==> config.mk <==
export PLATFORM = sky130hd
export DESIGN_NAME = mem_port_arbiter
export DESIGN_NICKNAME = d
export VERILOG_FILES = /design/src/rtl/mem_port_arbiter.sv
export SDC_FILE = /design/constraint.sdc
export NUM_CORES = 1
export LEC_CHECK = 0
export ABC_AREA = 1
export BUFFER_PORTS_ARGS = -buffer_cell sky130_fd_sc_hd__buf_2
export CORE_MARGIN = 2
export CORE_UTILIZATION = 36
export CTS_CLUSTER_DIAMETER = 80
export DETAILED_ROUTE_END_ITERATION = 10
export GPL_TIMING_DRIVEN = 1
export PLACE_DENSITY = 0.71
export RECOVER_POWER = 25
export SETUP_SLACK_MARGIN = 0.1
export SLEW_MARGIN = 20
export SYNTH_ARGS = -nofsm -noshare
export SYNTH_HDL_FRONTEND = slang
export SYNTH_SLANG_ARGS = --single-unit
==> constraint.sdc <==
create_clock -name Clock -period 8.1 [get_ports Clock]
set_input_delay 0.405 -clock Clock [delete_from_list [all_inputs] [get_ports Clock]]
set_output_delay 0.405 -clock Clock [all_outputs]
set_load 0.02 [all_outputs]
==> src/rtl/mem_port_arbiter.sv <==
// Shares one synchronous 512x32 memory between the CPU memory path and an external
// loader/debug port; every access runs the fixed sequence IDLE -> ACCESS -> CAPTURE -> DONE.
module mem_port_arbiter #(
  parameter int unsigned ADDR_W     = 9,
  parameter int unsigned DATA_W     = 32,
  parameter bit          FIXED_PRIO = 1'b0
) (
  input  logic              Clock,
  input  logic              reset,
  input  logic              cpu_req,
  input  logic              cpu_we,
  input  logic [ADDR_W-1:0] cpu_addr,
  input  logic [DATA_W-1:0] cpu_wdata,
  output logic              cpu_ack,
  output logic [DATA_W-1:0] cpu_rdata,
  input  logic              ext_req,
  input  logic              ext_we,
  input  logic [ADDR_W-1:0] ext_addr,
  input  logic [DATA_W-1:0] ext_wdata,
  output logic              ext_ack,
  output logic [DATA_W-1:0] ext_rdata,
  output logic [ADDR_W-1:0] mem_addr,
  output logic [DATA_W-1:0] mem_wdata,
  output logic              mem_re,
  output logic              mem_we,
  input  logic [DATA_W-1:0] mem_rdata,
  output logic [1:0]        owner
);

  typedef enum logic [1:0] {
    IDLE    = 2'd0,
    ACCESS  = 2'd1,
    CAPTURE = 2'd2,
    DONE    = 2'd3
  } state_e;

  localparam logic [1:0] OWN_NONE = 2'b00;
  localparam logic [1:0] OWN_CPU  = 2'b01;
  localparam logic [1:0] OWN_EXT  = 2'b10;

  state_e            state_q, state_d;
  logic              last_ext_q, last_ext_d;
  logic              we_q, we_d;
  logic [1:0]        owner_q, owner_d;
  logic [ADDR_W-1:0] mem_addr_q, mem_addr_d;
  logic [DATA_W-1:0] mem_wdata_q, mem_wdata_d;
  logic              mem_re_q, mem_re_d;
  logic              mem_we_q, mem_we_d;
  logic              cpu_ack_q, cpu_ack_d;
  logic              ext_ack_q, ext_ack_d;
  logic [DATA_W-1:0] cpu_rdata_q, cpu_rdata_d;
  logic [DATA_W-1:0] ext_rdata_q, ext_rdata_d;

  logic              grant_cpu_c;
  logic              grant_ext_c;
  logic              sel_we_c;
  logic [ADDR_W-1:0] sel_addr_c;
  logic [DATA_W-1:0] sel_wdata_c;

  // A tie goes to the CPU under fixed priority, otherwise to the port not granted last.
  always_comb begin
    grant_cpu_c = cpu_req & (~ext_req | FIXED_PRIO | last_ext_q);
    grant_ext_c = ext_req & ~grant_cpu_c;
    sel_we_c    = grant_cpu_c ? cpu_we    : ext_we;
    sel_addr_c  = grant_cpu_c ? cpu_addr  : ext_addr;
    sel_wdata_c = grant_cpu_c ? cpu_wdata : ext_wdata;
  end

  always_comb begin
    state_d     = state_q;
    last_ext_d  = last_ext_q;
    we_d        = we_q;
    owner_d     = owner_q;
    mem_addr_d  = mem_addr_q;
    mem_wdata_d = mem_wdata_q;
    mem_re_d    = 1'b0;
    mem_we_d    = 1'b0;
    cpu_ack_d   = 1'b0;
    ext_ack_d   = 1'b0;
    cpu_rdata_d = cpu_rdata_q;
    ext_rdata_d = ext_rdata_q;

    unique case (state_q)
      IDLE: begin
        if (grant_cpu_c || grant_ext_c) begin
          state_d     = ACCESS;
          we_d        = sel_we_c;
          mem_addr_d  = sel_addr_c;
          mem_wdata_d = sel_wdata_c;
          mem_re_d    = ~sel_we_c;
          mem_we_d    = sel_we_c;
          owner_d     = grant_cpu_c ? OWN_CPU : OWN_EXT;
          last_ext_d  = grant_ext_c;
        end
      end
      ACCESS: begin
        state_d = CAPTURE;
      end
      // Memory data is valid now; load it and raise the owner's ack for DONE.
      CAPTURE: begin
        state_d = DONE;
        if (!we_q) begin
          if (owner_q == OWN_CPU) cpu_rdata_d = mem_rdata;
          else                    ext_rdata_d = mem_rdata;
        end
        cpu_ack_d = (owner_q == OWN_CPU);
        ext_ack_d = (owner_q == OWN_EXT);
      end
      DONE: begin
        state_d = IDLE;
        owner_d = OWN_NONE;
      end
      default: begin
        state_d = IDLE;
      end
    endcase
  end

  always_ff @(posedge Clock or posedge reset) begin
    if (reset) begin
      state_q     <= IDLE;
      last_ext_q  <= 1'b1;
      we_q        <= 1'b0;
      owner_q     <= OWN_NONE;
      mem_addr_q  <= '0;
      mem_wdata_q <= '0;
      mem_re_q    <= 1'b0;
      mem_we_q    <= 1'b0;
      cpu_ack_q   <= 1'b0;
      ext_ack_q   <= 1'b0;
      cpu_rdata_q <= '0;
      ext_rdata_q <= '0;
    end else begin
      state_q     <= state_d;
      last_ext_q  <= last_ext_d;
      we_q        <= we_d;
      owner_q     <= owner_d;
      mem_addr_q  <= mem_addr_d;
      mem_wdata_q <= mem_wdata_d;
      mem_re_q    <= mem_re_d;
      mem_we_q    <= mem_we_d;
      cpu_ack_q   <= cpu_ack_d;
      ext_ack_q   <= ext_ack_d;
      cpu_rdata_q <= cpu_rdata_d;
      ext_rdata_q <= ext_rdata_d;
    end
  end

  assign cpu_ack   = cpu_ack_q;
  assign ext_ack   = ext_ack_q;
  assign cpu_rdata = cpu_rdata_q;
  assign ext_rdata = ext_rdata_q;
  assign mem_addr  = mem_addr_q;
  assign mem_wdata = mem_wdata_q;
  assign mem_re    = mem_re_q;
  assign mem_we    = mem_we_q;
  assign owner     = owner_q;

endmodule

### Word-level counts from Yosys, hierarchy flattened

Index checks and enable logic that the tools add are counted.

* reduce and logical (&&, ||, !) cells: 7
* mux-type cells: 14
* bitwise gates (word level): 8
* equal/unequal tests: 6

Operators by type and width (number)
* $mux 32: 1
* $mux 9: 1
* $pmux 2 s4: 1
* $mux 1: 7
* $eq 2x2->1 const B: 3
* $mux 2: 3
* $reduce_and 3->1: 2
* $not 1->1: 5
* $eq 2x1->1 const B: 2
* $pmux 2 s2: 1
* $reduce_and 2->1: 2
* $and 1x1->1: 2
* $logic_not 2->1: 1
* $ne 2x2->1 const B: 1
* $reduce_bool 2->1: 1
* $logic_or 1x1->1: 1
* $or 1x1->1: 1

* bits in registers: 115
* output and inout port bits: 111

### Depth between registers and ports, before layout

Gate-level depths: netlist (run 1).

* depth after elaboration: 8
* depth in mapped cells: 8
* gate-level depth less buffers: 7

### Worst setup path after synthesis (run 1)

Ideal clock, no wire load.

* path type: register to register
* from: register state_q[0]
* to: register cpu_rdata_q[10] (netlist: cpu_rdata[10])
* stages on the path, launching flop included: 9
* data arrival time: 1.238 ns
* slack: 6.732 ns
* clock period less this slack: 1.368 ns
* buffers on the path: 1
* required time: 7.969 ns
* path through: dfrtp_1 > inv_1 > ha_1 > inv_1 > nor2_2 > nand3_2 > clkbuf_1 > nand2_1 > o21ai_0

* word-level cells in the longest chain between the ends: 2

RTL lines
* from (decl): line 41 `state_e state_q, state_d;`
* from (signal assigned): line 134 `state_q <= state_d;`
* $eq 2x2->1: line 83 `unique case (state_q)`
* $reduce_and 3->1 (no source line)
* to (signal assigned): line 144 `cpu_rdata_q <= cpu_rdata_d;`
* to (decl): line 51 `logic [DATA_W-1:0] cpu_rdata_q, cpu_rdata_d;`

No other way between the ends.
A chain may end at the register's enable or synchronous reset.

==> reports/results.ini, run 1 <==
[run_status]
status = finished, violations left
failed_checks = capacitance limit, slew limit

[placed_design]
dp.cells = 977
gp_congestion = 0.7470
io_buffers = 230
post-place-ws_ns = 5.740
place_hpwl_mm = 8.672

[yosys]
synth.distinct_cells = 24
syn_area_mm2 = 0.004992
yosysWarningCount = 0
yosysSeqAreaShare_pct = 57.67
avgSynthCellArea_um2 = 8.348
synth_top_area_cell = dfrtp_1
ys_top_cells_by_area = dfrtp_1, nand2_1, o21ai_0
synthCells = 598
synth_seq_cells = 115
syn-num-nets = 721
synth_top_area_share_pct = 57.14

[flow_run]
timing.max_cap.violations = 1

[grt]
grtUsageTotal_pct = 17.69
grt_pass1_wl_mm = 20.71
grt_max_degree = 65
antenna_found_initial = 1
grt_pass1_vias = 4291
grt_overflow = 0

[sta]
post-route-period-util_pct = 27.13
slew_viol_final = 54
worst_pin_slew_ns = 2.252
rsz0062_at_grt = false
hold_ws_ns = 0.2617
worst_clock_skew_ns = 0.009930
tns_ns = 0
setup_viol = 0
setup_ws_ns = 5.902
hold_viol_final = 0
finalCriticalPeriod_ns = 2.198
max-slew-margin-rel_pct = -50.96
clock.fmax_mhz = 455.0

[routing]
first_iter_violations = 322
drc = 0
detail_route.first_pass.iterations = 5
viasPerCell = 4.489
wirelength_mm = 12.64
postRouteAntennaNets = 0
num_vias = 4516
wl_per_cell_um = 12.56

[clocking]
clk_pin_slew_worst_paths_ns = 0.05
clkSinkCount = 115
cts_tree = done
postCtsResizedCells = 0
cts_buffers = 17
clk_latency_ns = 0.41
cts_setup_buffers = 0
cts_hold_buf = 0
clockBufferDepth = 2
cts_root_buffer = clkbuf_16
h-tree-depth = 4

[critical_path]
crit_path_cell_trace = buf_2 > clkinvlp_2 > buf_4
reg2reg_from = state_q[0]$_DFFE_PP0P_
rrSetupSlack_ns = 5.93
critPathMaxStageDelay_ns = 1.27
r2r-end = mem_we$_DFF_PP0_
r2r_cells = 7
cp.required_ns = 8.54
cp-startpoint = reset
cp_slowest_cell = clkinvlp_2
cp_data_arrival_time_ns = 2.64
worst-path-max-fanout = 63
endpoint = cpu_rdata[30]$_DFFE_PP0P_
endpoint_kind = async pin
start_kind = input port
worstSetupPathType = in2async

[layout]
area_delta_synth_final_pct = 34.21
drive_gt1_share_pct = 28.85
finalNonFillerCells = 1006
fin_nets = 939

[power_and_ir_drop]
power_density_mw_per_mm2 = 423.9
total_power_mw = 2.840
p_leak_nw = 3.848
vdd_drop_max_uv = 149.2

[die]
ioPinCount = 231
fp.dieW_um = 121.8
die_area_mm2 = 0.01483
core_area_mm2 = 0.01372
die_y_um = 121.8
placementRows = 43
start_util_pct = 36.39

[hold_path]
hold_start = mem_rdata[4]
hp-class = in2reg

[cell usage in the layout, fill, tap and decap left out, types with 2 or more instances in the layout]
cell type  count
nand4_1        2
nor2_1         3
o211ai_1       2
nand2_1      277
buf_2        200
nand3_1       43
o21ai_0       65
nand2_4        2
clkbuf_1      32
inv_1         41
ha_1           3
dfrtp_1      114
clkbuf_8       4
a21oi_1        2
clkbuf_16     17
buf_4          3
clkinv_2       3
[critical path, delay by kind of cell]
family	cells	cell delay [ns]
buf+inv	3	2.19
[logic make-up after synthesis]
logic type                 Yosys count  share of synthesized area (%)
and+or+nand+nor                    332                          26.72
DFF                                115                          57.67
buffers and inverters               77                          7.419
AOI/OAI and AO/OA                   71                          7.443
adders and majority gates            3                         0.7520
[layout make-up]
| class | count | area, µm² |
|---|---|---|
| inverters | 43 | 162.7 |
| well taps | 180 | 225.2 |
| diodes | 1 | 2.502 |
| multi-input cells | 406 | 1753 |
| repair buffers | 233 | 1136 |
| clock inverters | 5 | 53.80 |
| clock buffers | 23 | 488.0 |
| fillers | 1369 | 7019 |
| flip-flops and latches | 115 | 2879 |
[metrics by stage]
stage / cell area, µm² / util, %
after floorplan: 4992 / -
after global placement: 6187 / 45.10
after detailed placement: 6187 / 45.10
after CTS: 6729 / 49.05
after global routing: 6700 / 48.84
final: 6700 / 48.84
[sequential cells by signal, indices dropped and copies added (netlist names)]
name	cells
last_ext_q	1
mem_re	1
mem_we	1
ext_ack	1
owner	2
ext_rdata	32
we_q	1
mem_wdata	32
state_q	2
mem_addr	9
cpu_rdata	32
cpu_ack	1
[how the worst min path moves through the flow]
stage	to	slack (ns)	cells past startpoint
global placement	mem_wdata[25]$_DFFE_PP0P_	0.46	2
detailed placement	mem_wdata[18]$_DFFE_PP0P_	0.46	2
floorplan	we_q$_DFFE_PP0P_	0.47	2
global route	ext_rdata[12]$_DFFE_PP0P_	0.26	3
CTS	mem_wdata[16]$_DFFE_PP0P_	0.11	2
finish	ext_rdata[4]$_DFFE_PP0P_	0.26	3
[power by group]
group | total, mW | internal [mW] | switching [mW]
Combinational | 1.16 | 0.354 | 0.803
Clock | 0.682 | 0.445 | 0.237
Sequential | 1.00 | 0.857 | 0.145
Total | 2.84 | 1.66 | 1.18
[synthesized netlist by cell type (all sizes together)]
cell type,count
nand2,280
a21oi,2
o21ai,67
nand4,2
inv,43
buf,25
nand3b,1
dfstp,1
nor3,1
nand3,44
clkbuf,9
nor2,4
ha,3
dfrtp,114
o211ai,2
[metal layers]
| metal | track usage (%) | up-vias | wire [µm] |
|---|---|---|---|
| li1 | - | 2300 | - |
| met1 | 22.43 | 2054 | 5452 |
| met2 | 27.93 | 135 | 6163 |
| met3 | 5.384 | 27 | 668 |
| met4 | 7.902 | 0 | 350 |
| met5 | 0 | - | 0 |
No activity file was read; power rests on OpenSTA's default activity.
==> inputs of run 2 (changes only) <==
Settings changed: PLACE_DENSITY 0.71 to 0.74.
Clock period 8.1 ns to 1.95 ns, I/O delays scaled along.
==> reports/results.ini, run 2 (same netlist as run 1, synthesis figures left out) <==
[layout]
multi_input_area_mm2 = 0.001745
antennaDiodeCount = 0
area_delta_synth_final_pct = 55.51
layout_commonest_cell = nand2_1
register_area_mm2 = 0.002879
n_fill_cell = 1191
drive_gt1_share_pct = 30.05
fin_nets = 1026
most-common-layout-cells = nand2_1, buf_2, dfrtp_1

[die]
die_y_um = 121.8
die_area_mm2 = 0.01483
fp.dieW_um = 121.8
ioPinCount = 231
core_area_mm2 = 0.01372
placementRows = 43
start_util_pct = 36.39

[clocking]
cts_setup_buffers = 0
cts_hold_buf = 82
postCtsResizedCells = 0
clk_latency_ns = 0.41
clkSinkCount = 115
cts_buffers = 17
cts_tree = done
clockBufferDepth = 2
h-tree-depth = 4
clk_pin_slew_worst_paths_ns = 0.05
cts_root_buffer = clkbuf_16

[placed_design]
place_hpwl_mm = 8.771
io_buffers = 230
gp_congestion = 0.7940

[grt]
grt_pass1_wl_mm = 23.58
grt_max_degree = 116
grtUsageTotal_pct = 20.11
grt_pass1_vias = 4995
antenna_found_initial = 0
grt_overflow = 0

[sta]
tns_ns = 0
setup_viol = 0
finalCriticalPeriod_ns = 1.678
worst_pin_slew_ns = 1.022
hold_viol_final = 0
slew_viol_final = 0
rsz0062_at_grt = false
post-route-period-util_pct = 86.07
worst_clock_skew_ns = 0.005741
max-slew-margin-rel_pct = 31.88
hold_ws_ns = 0.01444
clock.fmax_mhz = 595.8

[power_and_ir_drop]
p_leak_nw = 4.388
power_density_mw_per_mm2 = 1661
vdd_drop_max_uv = 680.9

[routing]
first_iter_violations = 405
drc = 0
viasPerCell = 4.646
num_vias = 5087
wl_per_cell_um = 13.57
detail_route.first_pass.iterations = 6
wirelength_mm = 14.86
postRouteAntennaNets = 0

[run_status]
status = finished clean

[flow_run]
timing.max_cap.violations = 0

[critical_path]
r2r_cells = 7
worstSetupPathType = reg2reg
worst-path-max-fanout = 44
cp_data_arrival_time_ns = 1.97
cp.required_ns = 2.24
reg2reg_from = last_ext_q$_DFFE_PP1P_
endpoint_kind = flip-flop
start_kind = flip-flop
cp-startpoint = last_ext_q$_DFFE_PP1P_

[hold_path]
hold_start = cpu_wdata[21]
min_path_cells = 5
hp-class = in2reg

-- run 2: changes by cell type in the layout (fill, tap and decap cells not counted), moves of 2 or more --
cell and delta:
bufinv_16 +5, clkbuf_1 -29, clkbuf_8 -2, dlygate4sd3_1 +82, buf_2 +29, buf_12 +4
-- run 2: worst paths after layout --
| kind | end | slack (ns) |
|---|---|---|
| setup / recovery | mem_wdata[13]$_DFFE_PP0P_ | 0.27 |
| hold / removal | mem_wdata[21]$_DFFE_PP0P_ | 0.01 |
| setup reg to reg | mem_wdata[13]$_DFFE_PP0P_ | 0.27 |
| hold reg to reg | mem_addr[8]$_DFFE_PP0P_ | 0.47 |
| max in group asynchronous | ext_rdata[1]$_DFFE_PP0P_ | 0.71 |
| min in group asynchronous | ext_rdata[24]$_DFFE_PP0P_ | 0.59 |
-- run 2: where the power goes --
| group | internal, mW | switching, mW |
|---|---|---|
| sequential | 3.56 | 0.601 |
| clock | 2.45 | 1.06 |
| combinational | 1.77 | 3.46 |
| total | 7.77 | 5.12 |
-- run 2: critical path, stage by stage, from the launching register on --
cell     delay [ns]
dfstp_2        0.51
inv_1          0.06
nand2_4        0.28
nand2_4        0.37
nand2_1        0.16
nand2_1        0.06
nand2_1        0.06
nand2_1        0.05
-- run 2: final cells by class --
class / count / share of cell area (%)
timing repair buffer: 320 / 26.85
clock buffer: 21 / 5.931
sequential: 115 / 37.08
multi-input combinational: 406 / 22.48
clock inverter: 10 / 2.627
inverter: 43 / 2.127
tap: 180 / 2.901
-- run 2: routing by layer --
metal  up-vias  global-route usage, %  wire (µm)
li1       2481                      -          -
met2       204                  33.34       7499
met1      2346                  24.04       6112
met5         -                      0          0
met4         0                  11.78        554
met3        56                  4.401        692
-- run 2: metrics by stage --
stage / cell area (µm²) / total power, mW / instances / setup WS [ns] / util, %
CTS: 7774 / 12.94 / 1095 / 0.2853 / 56.66
floorplan: 4996 / 7.438 / 598 / 0.4539 / -
finish: 7764 / 12.89 / 1095 / 0.2717 / 56.59
detailed placement: 6289 / 9.255 / 982 / 0.2904 / 45.84
global route: 7764 / 13.73 / 1095 / 0.1089 / 56.59
global placement: 6289 / 9.140 / 982 / 0.3341 / 45.84
